`src/rtl/scan_ctrl.sv`:
```
// Command sequencer for the scan-chain engine: gates the DUT clock, launches scans,
// watches engine activity with a timeout and returns one status per command.
module scan_ctrl #(
  parameter int HALT_CYCLES    = 4,
  parameter int TIMEOUT_CYCLES = 1048575,
  parameter int LEVEL_W        = 10
) (
  input  logic               aclk,
  input  logic               aresetn,
  input  logic               cmd_valid,
  output logic               cmd_ready,
  input  logic [1:0]         cmd_op,
  input  logic [15:0]        cmd_length,
  output logic               rsp_valid,
  input  logic               rsp_ready,
  output logic [1:0]         rsp_status,
  output logic               dut_ck_enable,
  output logic               halted,
  output logic               scan_start,
  output logic [15:0]        scan_length,
  input  logic               scan_busy,
  output logic               scan_abort_n,
  input  logic [LEVEL_W-1:0] in_fifo_level
);

  typedef enum logic [2:0] {
    IDLE, HALT_WAIT, SCAN_ARM, SCAN_RUN, ABORT, RESP
  } state_t;

  localparam logic [1:0] OP_NOP    = 2'b00;
  localparam logic [1:0] OP_HALT   = 2'b01;
  localparam logic [1:0] OP_SCAN   = 2'b10;
  localparam logic [1:0] ST_OK        = 2'b00;
  localparam logic [1:0] ST_TIMEOUT   = 2'b01;
  localparam logic [1:0] ST_BAD_STATE = 2'b10;
  localparam logic [1:0] ST_BAD_ARG   = 2'b11;
  localparam logic [19:0] TMO_LAST = 20'(TIMEOUT_CYCLES - 1);

  state_t      state;
  logic [7:0]  cnt;
  logic [19:0] tcnt;
  logic [16:0] words;
  logic        fifo_short;

  // 17-bit sum so a 65535-bit request does not wrap before the shift
  assign words      = (17'(cmd_length) + 17'd31) >> 5;
  assign fifo_short = 32'(in_fifo_level) < 32'(words);

  always_ff @(posedge aclk or negedge aresetn) begin
    if (!aresetn) begin
      state         <= IDLE;
      cnt           <= '0;
      tcnt          <= '0;
      cmd_ready     <= 1'b0;
      rsp_valid     <= 1'b0;
      rsp_status    <= ST_OK;
      dut_ck_enable <= 1'b1;
      halted        <= 1'b0;
      scan_start    <= 1'b0;
      scan_length   <= '0;
      scan_abort_n  <= 1'b1;
    end else begin
      scan_start <= 1'b0;
      case (state)
        IDLE: begin
          if (cmd_valid && cmd_ready) begin
            cmd_ready <= 1'b0;
            case (cmd_op)
              OP_NOP: begin
                rsp_valid  <= 1'b1;
                rsp_status <= ST_OK;
                state      <= RESP;
              end
              OP_HALT: begin
                if (halted) begin
                  rsp_valid  <= 1'b1;
                  rsp_status <= ST_OK;
                  state      <= RESP;
                end else begin
                  dut_ck_enable <= 1'b0;
                  cnt           <= 8'(HALT_CYCLES);
                  state         <= HALT_WAIT;
                end
              end
              OP_SCAN: begin
                if (!halted) begin
                  rsp_valid  <= 1'b1;
                  rsp_status <= ST_BAD_STATE;
                  state      <= RESP;
                end else if (cmd_length == 16'd0 || fifo_short) begin
                  rsp_valid  <= 1'b1;
                  rsp_status <= ST_BAD_ARG;
                  state      <= RESP;
                end else begin
                  scan_length <= cmd_length;
                  scan_start  <= 1'b1;
                  tcnt        <= '0;
                  state       <= SCAN_ARM;
                end
              end
              default: begin
                rsp_valid <= 1'b1;
                state     <= RESP;
                if (halted) begin
                  dut_ck_enable <= 1'b1;
                  halted        <= 1'b0;
                  rsp_status    <= ST_OK;
                end else begin
                  rsp_status <= ST_BAD_STATE;
                end
              end
            endcase
          end else begin
            cmd_ready <= 1'b1;
          end
        end
        HALT_WAIT: begin
          if (cnt == 8'd0) begin
            halted     <= 1'b1;
            rsp_valid  <= 1'b1;
            rsp_status <= ST_OK;
            state      <= RESP;
          end else begin
            cnt <= cnt - 8'd1;
          end
        end
        SCAN_ARM, SCAN_RUN: begin
          tcnt <= tcnt + 20'd1;
          // completion wins over timeout when both happen on the same edge
          if (state == SCAN_RUN && !scan_busy) begin
            rsp_valid  <= 1'b1;
            rsp_status <= ST_OK;
            state      <= RESP;
          end else if (tcnt >= TMO_LAST) begin
            scan_abort_n <= 1'b0;
            cnt          <= 8'd1;
            state        <= ABORT;
          end else if (scan_busy) begin
            state <= SCAN_RUN;
          end
        end
        ABORT: begin
          if (cnt == 8'd0) begin
            scan_abort_n <= 1'b1;
            rsp_valid    <= 1'b1;
            rsp_status   <= ST_TIMEOUT;
            state        <= RESP;
          end else begin
            cnt <= cnt - 8'd1;
          end
        end
        RESP: begin
          if (rsp_ready) begin
            rsp_valid <= 1'b0;
            cmd_ready <= 1'b1;
            state     <= IDLE;
          end
        end
        default: state <= IDLE;
      endcase
    end
  end

endmodule

```
`config.mk`:
```
export PLATFORM = sky130hd
export DESIGN_NAME = scan_ctrl
export DESIGN_NICKNAME = d
export VERILOG_FILES = /design/src/rtl/scan_ctrl.sv
export SDC_FILE = /design/constraint.sdc
export NUM_CORES = 1
export LEC_CHECK = 0
export BUFFER_PORTS_ARGS = -buffer_cell sky130_fd_sc_hd__buf_2
export CAP_MARGIN = 5
export CORE_ASPECT_RATIO = 0.7
export CORE_MARGIN = 2
export CORE_UTILIZATION = 50
export CTS_BUF_LIST = sky130_fd_sc_hd__clkbuf_16
export CTS_CLUSTER_SIZE = 16
export DETAILED_ROUTE_END_ITERATION = 7
export PLACE_DENSITY = 0.81
export SLEW_MARGIN = 15
export SYNTH_ARGS = -nofsm -noshare
export SYNTH_HDL_FRONTEND = slang
export SYNTH_SLANG_ARGS = --single-unit
export TNS_END_PERCENT = 20
```
`constraint.sdc`:
```
create_clock -name aclk -period 3 [get_ports aclk]
set_clock_uncertainty 0.2 [all_clocks]
set_input_delay 0.3 -clock aclk [delete_from_list [all_inputs] [get_ports aclk]]
set_output_delay 0.3 -clock aclk [all_outputs]
set_load 0.05 [all_outputs]
```
After elaboration in Yosys (flattened, before gate mapping)

Index checks and enable logic that the tools add are counted.

ROM bits: 0
Register bits after elaboration: 55
Bits in writable memories: 0
Logic and storage cells: 132
Input port bits: 33
Output and inout port bits: 24
Memories: 0
Latch bits: 0

Divide/modulo/power cells: 0
$lt $le $gt $ge: 2
Shift operators: 0
Add/sub/neg operators: 3
Muxes and demuxes: 58
Bitwise gates (word level): 2
Reduce and logical (&&, ||, !) cells: 30
Eq/ne operators: 26
Multiply operators: 0

Operator list:

| cell                                                       | count |
|---|---|
| two-way mux 20 bit                                         | 4 |
| two-way mux 8 bit                                          | 6 |
| one-hot mux 20 bit (2 select lines)                        | 1 |
| two-way mux 3 bit                                          | 9 |
| != test 2 bit (second input constant)                      | 13 |
| one-hot mux 8 bit (3 select lines)                         | 1 |
| AND reduction 7 bit                                        | 3 |
| adder 20 x 1 -> 20 bit (second input constant)             | 1 |
| greater-or-equal comparator 20 bit (second input constant) | 1 |
| two-way mux 1 bit                                          | 19 |
| adder 16 x 5 -> 17 bit (second input constant)             | 1 |
| zero test 16 bit                                           | 1 |
| two-way mux 2 bit                                          | 8 |
| AND reduction 5 bit                                        | 3 |
| less-than comparator 10 x 12 -> 1 bit                      | 1 |
| one-hot mux 3 bit (4 select lines)                         | 1 |
| AND reduction 4 bit                                        | 3 |
| one-hot mux 1 bit (2 select lines)                         | 5 |
| nonzero test 2 bit                                         | 5 |
| zero test 8 bit                                            | 1 |
| != test 4 bit (second input constant)                      | 2 |
| one-hot mux 2 bit (4 select lines)                         | 1 |
| nonzero test 4 bit                                         | 2 |
| subtractor 8 x 1 -> 8 bit (second input constant)          | 1 |
| other kinds (20)                                           | 28 |

Logic depth before layout (Yosys ltp)

Word-level depth: 8
Depth in mapped cells: 16
Depth with buffers taken out: 14

Worst setup path before layout

Ideal clock, no wire load.

Kind: input-to-reg
From: in cmd_length[1]
To: reg scan_length[0]
Stages: 15
Path buffers: 1
Setup time: 0.125 ns
Data arrival time: 3.278 ns
Required time: 2.675 ns
Slack: -0.602 ns
Cell sequence: or3_1 -> o21a_1 -> and3_1 -> and3_1 -> nand2_1 -> xor2_1 -> ha_1 -> nand3_1 -> nand2_1 -> a21oi_1 -> a211oi_2 -> nand2_1 -> nor3_1 -> buf_2 -> mux2_2

Word-level cells in the longest chain between the ends: 5
Elaborated cells on any way between the ends: 6
Those cells by class: add/sub (1); order compare (1); bitwise (1); reduce/logical (3)

Ends and longest elaborated chain:

| item                                  | line | source |
|---|---|---|
| start, declared                       | 13   | `input logic [15:0] cmd_length,` |
| adder 16 x 5 -> 17 bit                | 46   | `assign words = (17'(cmd_length) + 17'd31) >> 5;` |
| less-than comparator 10 x 12 -> 1 bit | 47   | `assign fifo_short = 32'(in_fifo_level) < 32'(words);` |
| logical OR 1 bit (*)                  | 90   | `end else if (cmd_length == 16'd0 \|\| fifo_short) begin` |
| inverter 1 bit (no line) (*)          | -    |  |
| AND reduction 5 bit (no line) (*)     | -    |  |
| end signal, assigned                  | 95   | `scan_length <= cmd_length;` |
| end, declared                         | 20   | `output logic [15:0] scan_length,` |

Every way passes the cells marked *; elsewhere a longest branch is shown, timed or not.
A chain may end at the register's enable or synchronous reset.

Worst setup path in the final report

From: in cmd_length[1]
To: reg tcnt[16]

Word-level cells in the longest chain between the ends: 5
Elaborated cells on any way between the ends: 6
Those cells by class: add/sub (1); order compare (1); eq/ne (1); reduce/logical (3)

Ends and longest elaborated chain:

| item                                  | line | source |
|---|---|---|
| adder 16 x 5 -> 17 bit                | 46   |  |
| less-than comparator 10 x 12 -> 1 bit | 47   |  |
| logical OR 1 bit (*)                  | 90   |  |
| != test 2 bit (no line) (*)           | -    |  |
| AND reduction 5 bit (no line) (*)     | -    |  |
| end signal, assigned                  | 128  | `tcnt <= tcnt + 20'd1;` |
| end, declared                         | 41   | `logic [19:0] tcnt;` |

Marks and branches as above.

==> flow_summary_export.csv <==
group,metric,value,unit
outcome,status,"finished, violations left",
outcome,violations,"negative setup slack",
clocking,cts_root_buffer,"clkbuf_16",
synthesis,synth_edf_count,0,
synthesis,synthArstFlopShare,100.0,%
worst_setup_path,crit_path_start_kind,"input port",
timing,max_freq,0.2958,GHz
global_route,grt_usage,27.18,%
power_and_ir_drop,powerDensity,749.4,nW/µm²
clocking,h-tree-depth,2,
worst_setup_path,ff2ff_setup_slack,80,ps
route,vias_per_cell,5.832,
timing,min_period,3381,ps
synthesis,synthFlopType,"dfrtp_1",
worst_setup_path,criticalPathCategory,"input port to register",
synthesis,synth_cell_types,58,
synthesis,ys_warn_count,0,
timing,slew_headroom,41.58,%
synthesis,syn_avg_cell_area,9.165,µm²
clocking,clk_transition_reported_paths,70,ps
floorplanning,initial_core_util,51.17,%
floorplanning,row_count,25,
clocking,cts.sink_count,55,
final_layout,fillerInstances,484,
final_layout,drive_gt1_share,35.96,%
route,wl_met1,4158,µm
run,cap_violations,0,
route,wl_met2,4556,µm
synthesis,ys_ff_latch,55,
global_route,antenna_found_initial,0,
timing,setup_tns,-11150,ps
route,drt_iter0_drc,260,
worst_setup_path,required,3030,ps
power_and_ir_drop,p_leak,2.071,nW
power_and_ir_drop,max-vdd-ir-drop,418.2,µV
route,first_pass_iters,5,
floorplanning,ios,57,
clocking,cts_buffer_depth,2,
synthesis,syn_nets,423,
floorplanning,fp.dieW,102.7,µm
global_route,grt_pass1_vias,3303,
timing,min_period_over_period,112.7,%
route,vias,3289,
final_layout,final_nets,520,
global_route,grt_max_degree,39,
floorplanning,core,6663,µm²
route,routed_wl,9528,µm
final_layout,syn_to_final_growth,33.91,%
route,top_layer_used,"met4",
route,drc_errors,0,
timing,holdWs,30.03,ps
timing,slew_violations,0,
worst_setup_path,end_kind,"register",
route,ant_nets,0,
worst_setup_path,path_max_fanout,5,
global_route,grt_overflow_total,0,
final_layout,finish.utilization,68.53,%
timing,worstMarginPinSlew,876.2,ps
clocking,cts_tree,"yes",
timing,worst_slack,-380.6,ps
floorplanning,die-area,7506,µm²
placed_design,portBuffers,56,
global_route,grt_pass1_wl,15880,µm
route,wl_per_cell,16.89,µm
final_layout,antenna_cells,0,
hold_path,hold_path_class,"input port to register",
synthesis,netlist_area,3410,µm²
clocking,cts_buffers,5,
synthesis,synthCells,372,
timing,setup_viol,42,
synthesis,ys_seq_area_share,40.44,%
placed_design,dp_hpwl,6363,µm
route,dr_wl_met3,628,µm
timing,grt_setup_unrepaired,"true",
clocking,clock_latency,300,ps
timing,hold_viol,0,
floorplanning,die_h,73.09,µm
worst_setup_path,crit_arrival,3410,ps
power_and_ir_drop,finalPower,3.422,mW
placed_design,place_congestion,0.8609,
-- worst paths after layout --
check / startpoint / endpoint / cells past startpoint
hold reg to reg: tcnt[18] / tcnt[18] / 1
max in group asynchronous: aresetn / dut_ck_enable / 3
min in group asynchronous: aresetn / tcnt[5] / 2
hold / removal: cmd_length[4] / scan_length[4] / 2
setup / recovery: cmd_length[1] / tcnt[16] / 17
setup reg to reg: cnt[4] / rsp_status[0] / 7
-- per-layer routing --
| layer | vias to the layer above | track usage, % |
|---|---|---|
| met5 | - | 0 |
| met4 | 0 | 8.593 |
| met3 | 22 | 4.789 |
| met2 | 137 | 44.66 |
| met1 | 1572 | 36.73 |
| li1 | 1558 | - |
-- synth_stat cells, types with 2 or more instances --
library cell	count	share of area, %
nor4_1	4	0.73
and4_1	2	0.51
nor2b_1	5	0.92
or2b_2	2	0.51
o21a_1	3	0.66
o211ai_1	2	0.44
ha_1	18	6.6
or4_1	3	0.66
nand2b_1	2	0.37
and2_1	7	1.3
mux2_2	16	5.3
clkbuf_1	6	0.66
nor3_1	9	1.3
dfstp_2	2	1.5
buf_2	5	0.73
xnor2_1	4	1.0
clkbuf_8	2	0.81
or3_1	11	2.0
o21ai_0	34	5.0
xor2_1	11	2.8
a21o_1	2	0.44
nand2_1	31	3.4
nand4_1	4	0.73
inv_1	10	1.1
and3_1	5	0.92
a31oi_1	8	1.5
o31ai_1	6	1.3
dfrtp_1	53	39
a21oi_1	28	4.1
o41ai_1	2	0.51
nand3_1	18	2.6
nor2_1	31	3.4
-- area by class of cell --
class | instances | area (µm²) | area share (%)
inverters | 11 | 41.29 | 0.9044
flip-flops and latches | 55 | 1379 | 30.20
repair buffers | 104 | 750.7 | 16.44
multi-input cells | 292 | 2085 | 45.66
clock inverters | 3 | 67.56 | 1.480
clock buffers | 5 | 125.1 | 2.740
well taps | 94 | 117.6 | 2.576
-- through the flow --
step	worst slack [ps]	area [µm²]	std cells
floorplan	-322.7	3468	372
global placement	-556.6	4063	545
detailed placement	-685.4	4063	545
CTS	-355.3	4536	564
global route	-467.5	4566	564
finish	-380.6	4566	564
-- cells in the final DEF (no fill, tap or decap), types with 3 or more instances in the layout --
cell	n
or3_1	8
and2_1	6
clkbuf_16	5
nand2_1	29
nand3_1	18
ha_1	16
nand2_2	3
o21a_1	3
xor2_1	10
dfrtp_1	53
nand4_1	4
o21ai_1	15
xnor2_1	4
buf_2	55
or3_4	3
mux2_2	15
nor2_1	30
o21ai_0	18
buf_6	4
nor2b_1	5
a31oi_1	7
o31ai_1	5
and3_1	3
or4_4	3
nor3_1	8
a21oi_1	20
buf_4	38
inv_1	10
buf_12	4
a21oi_2	8
nor4_1	4
-- where the power goes --
part / internal (mW) / switching, mW
logic: 0.578 / 0.997
registers: 0.930 / 0.157
clock network: 0.479 / 0.282
total: 1.99 / 1.44
-- kinds of logic (layout without fill, tap and decap cells) --
kind of cell | count (synthesis) | after routing | share of synthesized area, %
AO/OA/AOI/OAI | 100 | 100 | 18.31
XOR/XNOR | 15 | 15 | 3.853
adder cells (fa/ha/maj) | 19 | 19 | 6.899
buffers and inverters | 25 | 123 | 3.743
flip-flops | 55 | 55 | 40.44
multiplexers | 17 | 17 | 5.615
AND/OR/NAND/NOR | 141 | 141 | 21.14
-- critical path, cell delays in order --
cell and delay, ps:
buf_6 90, or3_4 390, o21a_1 200, and3_4 160, and3_4 160, nand2_2 80
xor2_2 80, ha_4 280, nand3_1 80, nand2_1 120, a21oi_2 90, a211oi_4 320
a31oi_4 130, buf_12 170, buf_12 120, or4_4 500, a21oi_2 120
-- state kept, by name, indices dropped and copies added, names as in the netlist --
signal and cells:
dut_ck_enable 1, scan_length 16, tcnt 20, state 3, scan_abort_n 1, cmd_ready 1
halted 1, rsp_status 2, scan_start 1, cnt 8, rsp_valid 1
-- repair_timing --
action / CTS / global route
buffers inserted: 8 / 0
hold endpoints to repair: 35 / 0
hold buffers: 1 / 0
pin swaps: 38 / 4
cloned: 2 / 0
endpoints found under the setup margin: 43 / 43
gates resized for setup: 45 / 6
No activity file was read; power rests on OpenSTA's default activity.
